[config.mk]
export PLATFORM = sky130hd
export DESIGN_NAME = mem_bus_arbiter
export DESIGN_NICKNAME = d
export VERILOG_FILES = /design/src/rtl/mem_bus_pkg.sv /design/src/rtl/bus_timeout_counter.sv /design/src/rtl/mem_bus_arbiter.sv
export SDC_FILE = /design/constraint.sdc
export NUM_CORES = 1
export LEC_CHECK = 0
export CAP_MARGIN = 40
export CELL_PAD_IN_SITES_DETAIL_PLACEMENT = 1
export CELL_PAD_IN_SITES_GLOBAL_PLACEMENT = 1
export CORE_MARGIN = 8
export CORE_UTILIZATION = 21
export DETAILED_ROUTE_END_ITERATION = 8
export PLACE_DENSITY = 0.83
export RECOVER_POWER = 50
export SLEW_MARGIN = 0
export SYNTH_ARGS = -nofsm -noshare
export SYNTH_HDL_FRONTEND = slang
export SYNTH_HIERARCHICAL = 1
export SYNTH_SLANG_ARGS = --single-unit
[constraint.sdc]
create_clock -name clk -period 3.1 [get_ports clk]
set_input_delay 0.775 -clock clk [delete_from_list [all_inputs] [get_ports clk]]
set_output_delay 0.775 -clock clk [all_outputs]
set_load 0.1 [all_outputs]
[src/rtl/mem_bus_pkg.sv]
// Shared definitions for the two-master PicoRV32 native memory bus arbiter.
package mem_bus_pkg;

   localparam int ADDR_W = 32;
   localparam int DATA_W = 32;
   localparam int STRB_W = 4;

   localparam logic [DATA_W-1:0] ERR_DATA_DEFAULT = 32'hDEAD_BEEF;

   typedef enum logic {ARB_IDLE = 1'b0, ARB_BUSY = 1'b1} arb_state_t;
   typedef enum logic {MST_CPU = 1'b0, MST_DMA = 1'b1} mst_idx_t;

   function automatic logic [1:0] mst_onehot(input mst_idx_t m);
      return (m == MST_DMA) ? 2'b10 : 2'b01;
   endfunction

endpackage

[src/rtl/bus_timeout_counter.sv]
// Watchdog for an outstanding bus transaction; saturates instead of wrapping.
module bus_timeout_counter #(
   parameter int LIMIT = 1024
) (
   input  logic clk,
   input  logic resetn,
   input  logic run,
   input  logic clear,
   output logic expired
);

   logic [15:0] count;

   always_ff @(posedge clk or negedge resetn) begin
      if (!resetn) begin
         count <= '0;
      end else if (clear) begin
         count <= '0;
      end else if (run && (count != 16'hFFFF)) begin
         count <= count + 16'd1;
      end
   end

   assign expired = (count >= 16'(LIMIT - 1));

endmodule

[src/rtl/mem_bus_arbiter.sv]
// Two-master arbiter for the PicoRV32 native bus with round-robin/fixed priority
// and a watchdog that answers unacknowledged transactions with an error word.
module mem_bus_arbiter
   import mem_bus_pkg::*;
#(
   parameter int                 PRIORITY_MODE  = 0,
   parameter int                 TIMEOUT_CYCLES = 1024,
   parameter logic [DATA_W-1:0]  ERR_DATA       = ERR_DATA_DEFAULT
) (
   input  logic              clk,
   input  logic              resetn,
   input  logic              m0_valid,
   input  logic              m0_instr,
   input  logic [ADDR_W-1:0] m0_addr,
   input  logic [DATA_W-1:0] m0_wdata,
   input  logic [STRB_W-1:0] m0_wstrb,
   output logic              m0_ready,
   output logic [DATA_W-1:0] m0_rdata,
   input  logic              m1_valid,
   input  logic              m1_instr,
   input  logic [ADDR_W-1:0] m1_addr,
   input  logic [DATA_W-1:0] m1_wdata,
   input  logic [STRB_W-1:0] m1_wstrb,
   output logic              m1_ready,
   output logic [DATA_W-1:0] m1_rdata,
   output logic              s_valid,
   output logic              s_instr,
   output logic [ADDR_W-1:0] s_addr,
   output logic [DATA_W-1:0] s_wdata,
   output logic [STRB_W-1:0] s_wstrb,
   input  logic              s_ready,
   input  logic [DATA_W-1:0] s_rdata,
   output logic [1:0]        grant,
   output logic              bus_error,
   output logic [ADDR_W-1:0] err_addr
);

   arb_state_t        state;
   mst_idx_t          last_winner;
   mst_idx_t          winner;
   logic              busy, sel_dma, g_valid;
   logic              done, tout, abort, fin, expired;
   logic [DATA_W-1:0] rsp;

   assign busy    = (state == ARB_BUSY);
   assign sel_dma = grant[1];
   assign g_valid = sel_dma ? m1_valid : m0_valid;
   assign done    = busy && g_valid && s_ready;
   assign tout    = busy && g_valid && !s_ready && expired;
   assign abort   = busy && !g_valid;
   assign fin     = done || tout;

   // A slave ready on the expiry cycle still counts as a normal completion.
   always_comb begin
      winner = MST_CPU;
      if (m0_valid && m1_valid) begin
         winner = ((PRIORITY_MODE != 0) || (last_winner == MST_DMA)) ? MST_CPU : MST_DMA;
      end else if (!m0_valid) begin
         winner = MST_DMA;
      end
   end

   assign s_valid = busy && g_valid && !tout;
   assign s_instr = busy && (sel_dma ? m1_instr : m0_instr);
   assign s_addr  = busy ? (sel_dma ? m1_addr  : m0_addr)  : '0;
   assign s_wdata = busy ? (sel_dma ? m1_wdata : m0_wdata) : '0;
   assign s_wstrb = busy ? (sel_dma ? m1_wstrb : m0_wstrb) : '0;

   // Responses are gated to zero off the completion cycle so downstream ORing stays clean.
   assign rsp       = tout ? ERR_DATA : s_rdata;
   assign m0_ready  = fin && !sel_dma;
   assign m1_ready  = fin && sel_dma;
   assign m0_rdata  = m0_ready ? rsp : '0;
   assign m1_rdata  = m1_ready ? rsp : '0;
   assign bus_error = tout;

   always_ff @(posedge clk or negedge resetn) begin
      if (!resetn) begin
         state       <= ARB_IDLE;
         grant       <= 2'b00;
         last_winner <= MST_DMA;
         err_addr    <= '0;
      end else begin
         case (state)
            ARB_IDLE: begin
               if (m0_valid || m1_valid) begin
                  grant <= mst_onehot(winner);
                  state <= ARB_BUSY;
               end
            end
            ARB_BUSY: begin
               if (fin || abort) begin
                  state <= ARB_IDLE;
                  grant <= 2'b00;
               end
               if (fin) begin
                  last_winner <= sel_dma ? MST_DMA : MST_CPU;
               end
               if (tout) begin
                  err_addr <= s_addr;
               end
            end
            default: state <= ARB_IDLE;
         endcase
      end
   end

   bus_timeout_counter #(
      .LIMIT (TIMEOUT_CYCLES)
   ) u_timeout (
      .clk     (clk),
      .resetn  (resetn),
      .run     (busy && !s_ready),
      .clear   (!busy || fin || abort),
      .expired (expired)
   );

endmodule

==> results.md, run 1 <==
- The flow ran to the end, but the final reports show violations.
- The checks that failed: capacitance limit, slew limit, setup timing.
- The largest total area in the synthesized netlist belongs to dfrtp_1.
- By area the synthesized netlist is led by dfrtp_1 (30%), mux2i_1 (16%), nor2b_1 (11%).
- In the final routed layout, each cell accounts on average for 23.6 um.
- The average size of a mapped cell is 9.87 um^2.
- The share of the core filled with cells is 52.5%.
- Synthesis handed over a netlist of 432 instances.
- The number of nets in the synthesized netlist is 608.
- Counting the fill cells in the layout gives 2,002.
- The highest attainable clock frequency is 282 MHz.
- The tightest min-delay check is of the reg -> reg type.
- In this run, synthesis inferred 0 flip-flops with an integrated enable.
- The CTS tree is built.
- In this run the standard cell core region covers 20,100 um^2.
- The number of hold buffers added after cts is 0.
- The max capacitance violation total is 1.
- The total power per unit cell area is 591 nW/um^2.
- Hold timing on the final database bottoms out at a slack of 511 ps.
- The layout cell share with drive strength beyond 1 is 47.3%.
- The clock insertion delay at the later pin of the skew report is 300 ps.
- For the pin with the worst max-slew slack, the measured transition is 1890 ps.
- The via count of the first global-routing pass is 5,821.
- The cell with the most instances after synthesis is nor2b_1.
- The total number of vias is 5,007.
- The pre-antenna-repair detailed-routing pass consisted of 4 iterations.
- Before CTS, the worst setup slack after placement is -121 ps.
- The die outline area is 25,100 um^2.
- Wires add up to 25,400 um.
- The initial core utilization is 21.2%.
- The number of top-level pins is 346.
- The number of DRC violations after detailed-routing iteration 0 is 101.
- After synthesis, the netlist uses 41 different library cells.
- Setup violations remaining at the end of the flow were counted as 68.
- After layout, the design draws a total of 0.00624 W.
- The sequential fraction of the synthesis area is 30.5%.
- The worst-case IR drop observed on VDD is 0.000352 V.
- After synthesis, the largest area contributor takes up 29.9% of total cell area.
- The tree is rooted in a clkbuf_16.
- The maximum number of pins on one net before global-route repair is 45.
- The endpoint kind of the worst setup timing path is an output pin.
- The largest individual stage delay along the critical path comes from the cell or4_1.
- Measured along the x axis, the die boundary spans 159 um.
- After global routing the overflow that remains totals 0.
- The initial antenna violation count is 2.
- The number of buffers created by CTS is 5.
- In this run the tightest slew margin relative to its limit is -26.2%.
- After synthesis the cells add up to 4270 um^2.
- The net count of the finished layout is 977.
- The minimum clock period is 3550 ps.
- After detailed routing, the number of remaining DRC violations is 0.
- The clock edge transition at the registers on the reported setup and hold paths is 70 ps.
- The number of pins with negative max-slew slack in the final report is 33.
- For the worst setup path, the data required time is 2320 ps.
- For this design, the sink count on the clock tree is 52.
- The leakage power of the design is 4.32 nW.
- The number of H-tree levels is 2.
- The worst setup path is launched from a register.
- On the critical path the largest part of the delay comes from simple AND/OR/NAND/NOR gates.
- Global routing consumed, over all layers together, 19.6% of the routing resources.
- The die is 159 um tall.
- Compared with the post-synthesis result, the final layout area differs by 147%.
- Port buffering added 345 buffers.
- The critical path data arrival time is 2770 ps.
- The number of synthesized register bits is 52.
- Setup slack on the critical path of the routed design comes to -447 ps.
- Setup repair after global routing could not meet its margin everywhere.
- In this design, the critical path's most frequently occurring cell is buf_12.
- The final period utilization is 114%.
- Walking the worst path, the cells encountered are or4_1, or4_4, o21a_1, and3_4, buf_12, buf_12, o21a_4, buf_12.
- At the end of routability-driven placement, the weighted congestion stood at 0.794.
- The first global-routing pass estimated 36,900 um of wire.
- The setup clock skew after layout is 5.13 ps.
- The category of the most critical setup path is reg -> out.
- The main flop type after synthesis is dfrtp_1.
- Dividing the detail-routed via count by the number of cells gives 4.66.
- Counting instances in the post-synthesis netlist gives the leading cell types as nor2b_1 (75), mux2i_1 (70), dfrtp_1 (51).
- The largest fanout of any net on the critical path is 7.
- The initialized floorplan defines 52 standard-cell rows.
- The cell area after placement is 10,100 um^2.
- After legalization and detailed placement, the total HPWL measured 19,800 um.
- The final design instance area without fill is 10,600 um^2.
- Yosys printed 6 warnings.
- Counting flops with an async set or reset pin after synthesis yields a share of 100%.
- The buffer and inverter count on the worst path is 3.
- The delay contributed by the slowest stage of the critical path is 510 ps.
- The detail route stage leaves a number of antenna-violating nets equal to 0.
- The count of endpoints failing hold in the final timing report came to 0.
- No sink is reached through more buffers than the 2 on the longest clock path.
==> repair_timing <==
| action | 4_1_cts | 5_1_grt |
|---|---|---|
| buffers inserted | 2 | 3 |
| setup endpoints to repair | 68 | 68 |
| pin swaps | 12 | 3 |
| resized for setup | 36 | 6 |
| cloned | 5 | 4 |
==> cell usage in the layout (no fill, tap or decap), types with 5 or more instances in the layout <==
master             n
dfrtp_1           49
mux2_4            31
or3_1              6
nand2_1            8
buf_12           144
nor3_1             6
or4_1              5
nand2b_1           5
buf_4             26
o21a_4            39
nor2b_4           21
clkbuf_1          35
nand3_1            5
and3_4            16
o31ai_1            6
clkbuf_16          9
mux2i_1           70
buf_6             10
nor2b_1            5
nor2b_2           49
nor2_1             8
o21a_2             7
a21oi_1           11
clkdlybuf4s50_1  173
==> per-stage QoR <==
step / setup TNS (ps) / std cells
after floorplan: -4390 / 432
after global placement: -3170 / 1050
after detailed placement: -5280 / 1050
after CTS: -25750 / 1065
after global routing: -32460 / 1074
final: -28170 / 1074
==> layer usage <==
layer  GRT usage, %  wire length (um)  share of wire [%]
met4           8.62              1140                4.5
met1           19.6              9070                 36
met3           7.22              2340                9.2
met5              0                 0                  0
met2           35.9             12800                 51
==> where the power goes <==
group | internal (W) | switching, W | total [W] | leakage, nW
clock network | 0.000301 | 0.000267 | 0.000568 | 0.0660
registers | 0.000698 | 0.0000209 | 0.000719 | 0.716
logic | 0.00186 | 0.00309 | 0.00495 | 3.54
total | 0.00286 | 0.00338 | 0.00624 | 4.32
==> final cells by class <==
cell class,count,area (um^2),share of cell area (%)
Clock inverter,3,23.8,0.225
Tap cell,270,338,3.20
Timing Repair Buffer,399,5320,50.4
Multi-Input combinational cell,338,3410,32.3
Clock buffer,5,125,1.19
Antenna cell,2,5.00,0.0474
Sequential cell,52,1310,12.4
Inverter,5,26.3,0.249
==> worst register-to-register path: stages, from the launching register on <==
cell and delay [ps]:
dfrtp_1 380, or4_1 520, or4_4 510, buf_6 140, nor2b_4 130, nand3_4 160, inv_8 90, clkbuf_16 180
buf_4 140, buf_6 210, mux2_4 380
==> sequential cells by signal (all words and copies together) (netlist names) <==
register	count
last_winner	1
u_timeout/count	16
err_addr	32
grant	2
busy	1
==> kinds of logic (layout without fill, tap and decap cells) <==
group | count (synthesis) | after routing | synth area share [%]
AND/OR/NAND/NOR | 154 | 154 | 22.6
multiplexers | 106 | 106 | 28.7
AO/OA/AOI/OAI | 77 | 77 | 12.6
flip-flops | 52 | 52 | 30.5
buffers and inverters | 42 | 412 | 5.31
adder cells (fa/ha/maj) | 1 | 1 | 0.293
other | 0 | 2 | 0
==> worst paths after layout <==
check	to	cells after the start	slack [ps]	from
max reg2reg	err_addr[15]$_DFFE_PN0P_	10	160	u_timeout/count[11]$_DFFE_PN0P_
max	m0_rdata[30]	8	-450	u_timeout/count[11]$_DFFE_PN0P_
max in group asynchronous	err_addr[12]$_DFFE_PN0P_	2	690	resetn
min in group asynchronous	err_addr[8]$_DFFE_PN0P_	1	990	resetn
min reg2reg	err_addr[5]$_DFFE_PN0P_	1	510	err_addr[5]$_DFFE_PN0P_
min	err_addr[5]$_DFFE_PN0P_	1	510	err_addr[5]$_DFFE_PN0P_
No activity file was read; power rests on OpenSTA's default activity.
==> run 2: changes to the inputs <==
- CTS_CLUSTER_SIZE: unset -> 25
==> results of run 2 <==
The final DEF is identical to that of run 1; final timing and power are the same.
==> run 3: changes to the inputs <==
- CORE_UTILIZATION: 21 -> 20
- PLACE_DENSITY: 0.83 -> 0.81
- SYNTH_HIERARCHICAL: 1 -> unset
==> run 3 against run 2 <==
Effect of this change: the run still ends with capacitance limit, slew limit, setup timing left; wire length down 7.5%; final cell count decreased by 3.3%; synthesized area down 4.9%; core utilization fell by 0.89 points; sequential cell count is the same; non-clock buffer count shrank 1; via count is 7.9% lower; count of clock-buffer cells in the layout grew 1; combinational power is 9.3% lower; first-iteration DRC count increased by 2.0%; clock skew up 2.0 ps; design area down 1.7%.
==> results.md, run 3 <==
- The flow ran to the end, but the final reports show violations.
- The checks that failed: capacitance limit, slew limit, setup timing.
- The initial core utilization is 20.2%.
- The floorplan step set the die width to 158 um.
- The H-tree was split into 2 levels.
- The worst setup path is captured at an output pin.
- The smallest setup slack after layout is -128 ps.
- In this run the worst hold path is classified as reg -> reg.
- In the routed design, unresolved DRC markers number 0.
- The via count of the first global-routing pass is 5,215.
- Along the worst path, the maximum fanout reaches 8.
- The clock passes through at most 2 buffers.
- The buffer and inverter count on the worst path is 3.
- For the finished layout, the period the worst path requires is 3230 ps.
- After the first detailed-routing iteration, the DRC count stood at 103.
- The max capacitance violation total is 1.
- For this design the ratio of total power to cell area is 590 nW/um^2.
- The quantity of I/O buffers inserted on ports is 345.
- The critical path required time is 2320 ps.
- Walking the worst path, the cells encountered are ha_4, nand3_4, or3_4, a211oi_4, buf_6, clkbuf_16, o21a_4, buf_12.
- The warning count from the yosys run is 0.
- The clock insertion delay at the later pin of the skew report is 290 ps.
- The synthesized netlist occupies a cell area of 4060 um^2.
- The cell with the most instances after synthesis is nor2b_1.
- The core region is 20,100 um^2.
- Counting flops with a built-in enable in the synthesized netlist gives 0.
- Headroom to the max-slew limit came out at -5.55%.
- The vias per cell is 4.44.
- Synthesis produced 388 cells.
- The post-detailed-placement half-perimeter wirelength is 17,000 um.
- After detailed routing, the average wire length per cell comes to 22.6 um.
- The sum of internal, switching and leakage power is 0.00612 W.
- The clock edge transition at the registers on the reported setup and hold paths is 70 ps.
- The register with the most flip-flops in the layout has 32 of them.
- The maximum number of pins on one net before global-route repair is 75.
- TritonCTS built the clock tree.
- IR analysis of the VDD net gives a maximum drop of 0.000383 V.
- In this run the most critical hold path is launched from err_addr[17]$_DFFE_PN0P_.
- The finished cells cover 10,400 um^2.
- The number of placement rows is 52.
- Sorting the synthesized cells by how often they occur yields nor2b_1 (70), mux2i_1 (69), dfrtp_1 (51).
- The largest registers in the layout are err_addr x32, u_timeout.count x16, grant x2.
- After synthesis the netlist holds a flip-flop and latch count of 52.
- The routability-driven placement congestion ratio is 0.759.
- 346 I/O pins were placed.
- The number of distinct library cells after synthesis is 41.
- Ranked by total cell area, the synthesized netlist is headed by dfrtp_1 (31%), mux2i_1 (17%), mux2_4 (11%).
- The net count of the finished layout is 943.
- The most critical setup path has its startpoint at u_timeout.count[1]$_DFFE_PN0P_.
- At the pin with the least slew margin, the transition time is 1580 ps.
- The count of endpoints failing hold in the final timing report is 0.
- The startpoint identified for the worst register-to-register timing path is u_timeout.count[1]$_DFFE_PN0P_.
- The initial antenna violation count is 1.
- CTS saw 52 sinks.
- The synthesized design spends more area on one cell type than any other, namely dfrtp_1.
- The category of the most critical setup path is reg -> out.
- The tree is rooted in a clkbuf_16.
- The global-route wire length before repair is 31,400 um.
- The library cells used most frequently in the layout, excluding fill and tap cells, are clkdlybuf4s50_1 (171), buf_12 (140), mux2i_1 (69).
- The final setup TNS is -3640 ps.
- Before antenna repair, the detailed router went through 4 iterations.
- Across the routed clock network, the largest skew measured is 7.14 ps.
- The critical path data arrival time is 2450 ps.
- The fill cell instance count of the final layout is 2,010.
- Ranked by flip-flop count, first place goes to err_addr.
- The die outline area is 25,100 um^2.
- The main flop type after synthesis is dfrtp_1.
- Across every metal layer, demand over resource in global routing totals 16.2%.
- The delay contributed by the slowest stage of the critical path is 470 ps.
- The chip height is 158 um.
- The slowest stage of the critical path belongs to the cell or3_4.
- Based on the critical path, the design can be clocked at up to 310 MHz.
- For this block, the routed nets add up to 23,500 um of wire.
- The area growth from synthesis to layout is 156%.
- After synthesis, the largest area contributor takes up 31.5% of total cell area.
- The startpoint kind of the worst setup timing path is a register.
- The sequential fraction of the synthesis area is 32.1%.
- The post-route netlist has 47.3% of its cells at a drive strength greater than 1.
- The final critical path takes up 104% of the cycle.
- The number of clock buffers added by TritonCTS is 5.
- The pre-CTS setup slack is -245 ps.
- After detailed placement, the total cell area comes to 9710 um^2.
- Setup repair after global routing could not meet its margin everywhere.
- The leftover overflow at the end of global routing is 0.
- After synthesis, the mean cell area works out to 10.5 um^2.
- Once detail routing completed, the nets flagged for antenna violations numbered 0.
- The share of synthesized registers carrying an async set or reset is 100%.
- For this design the static power due to leakage is 4.23 nW.
- The count of endpoints failing setup in the final report is 51.
- The gate family responsible for the most delay along the worst path is buffers and inverters.
- The routed layout has 4,612 vias.
- The number of pins with negative max-slew slack in the final report is 29.
- The most common cell after layout, fill and taps aside is clkdlybuf4s50_1.
## run 3: final cells by class
type / count / area [um^2] / area share (%)
flip-flops and latches: 52 / 1310 / 12.6
inverters: 3 / 11.3 / 0.109
diodes: 1 / 2.50 / 0.0241
well taps: 270 / 338 / 3.26
repair buffers: 398 / 5290 / 51.0
clock inverters: 2 / 60.1 / 0.579
multi-input cells: 307 / 3240 / 31.2
clock buffers: 6 / 129 / 1.24
## run 3: report_power, final
group,total [W],internal (W),switching [W]
clock network,0.000704,0.000463,0.000241
logic,0.00449,0.00147,0.00302
registers,0.000929,0.000830,0.0000986
## run 3: stage by stage
stage	instances	hold WS, ps	util, %
floorplan	393	462	-
global placement	999	485	48.3
detailed placement	999	495	48.3
CTS	1024	521	50.8
global route	1039	531	51.6
finish	1039	513	51.6
## run 3: worst paths after layout
check	to	slack (ps)	cells past startpoint
max in group asynchronous	u_timeout.count[7]$_DFFE_PN0P_	860	2
max	m1_rdata[23]	-130	8
min in group asynchronous	err_addr[20]$_DFFE_PN0P_	870	1
min reg2reg	err_addr[17]$_DFFE_PN0P_	510	1
max reg2reg	err_addr[1]$_DFFE_PN0P_	280	7
min	err_addr[17]$_DFFE_PN0P_	510	1
## run 3: repair_timing
| item | 4_1_cts | 5_1_grt |
|---|---|---|
| buffers inserted | 13 | 6 |
| gates cloned | 4 | 8 |
| hold buffers | 0 | 0 |
| pin swaps | 5 | 11 |
| gates resized for setup | 25 | 20 |
| setup endpoints to repair | 68 | 59 |
## run 3: worst register-to-register path: cells and delay by family, from the launching register on
family,cells,cell delay (ps)
AO/OA/AOI/OAI,1,350
adder cells (fa/ha/maj),1,170
buffers and inverters,2,810
flip-flops,1,400
multiplexers,1,440
AND/OR/NAND/NOR,2,550
## run 3: cells by family after synthesis
logic type	synth area share [%]
compound gates	12.6
xor+xnor	0.864
fa+ha+maj	0.308
buf+inv	5.92
flops	32.1
mux	29.0
other cells	0.0924
simple gates	19.1
## run 3: routing by layer
metal  track usage, %  routed length [um]  up-vias
met5                0                   0        -
met4             3.14                 408        0
met3             5.18                1870       21
met2             31.7               13200      199
met1             16.3                8000     2263
li1                 -                   -     2129
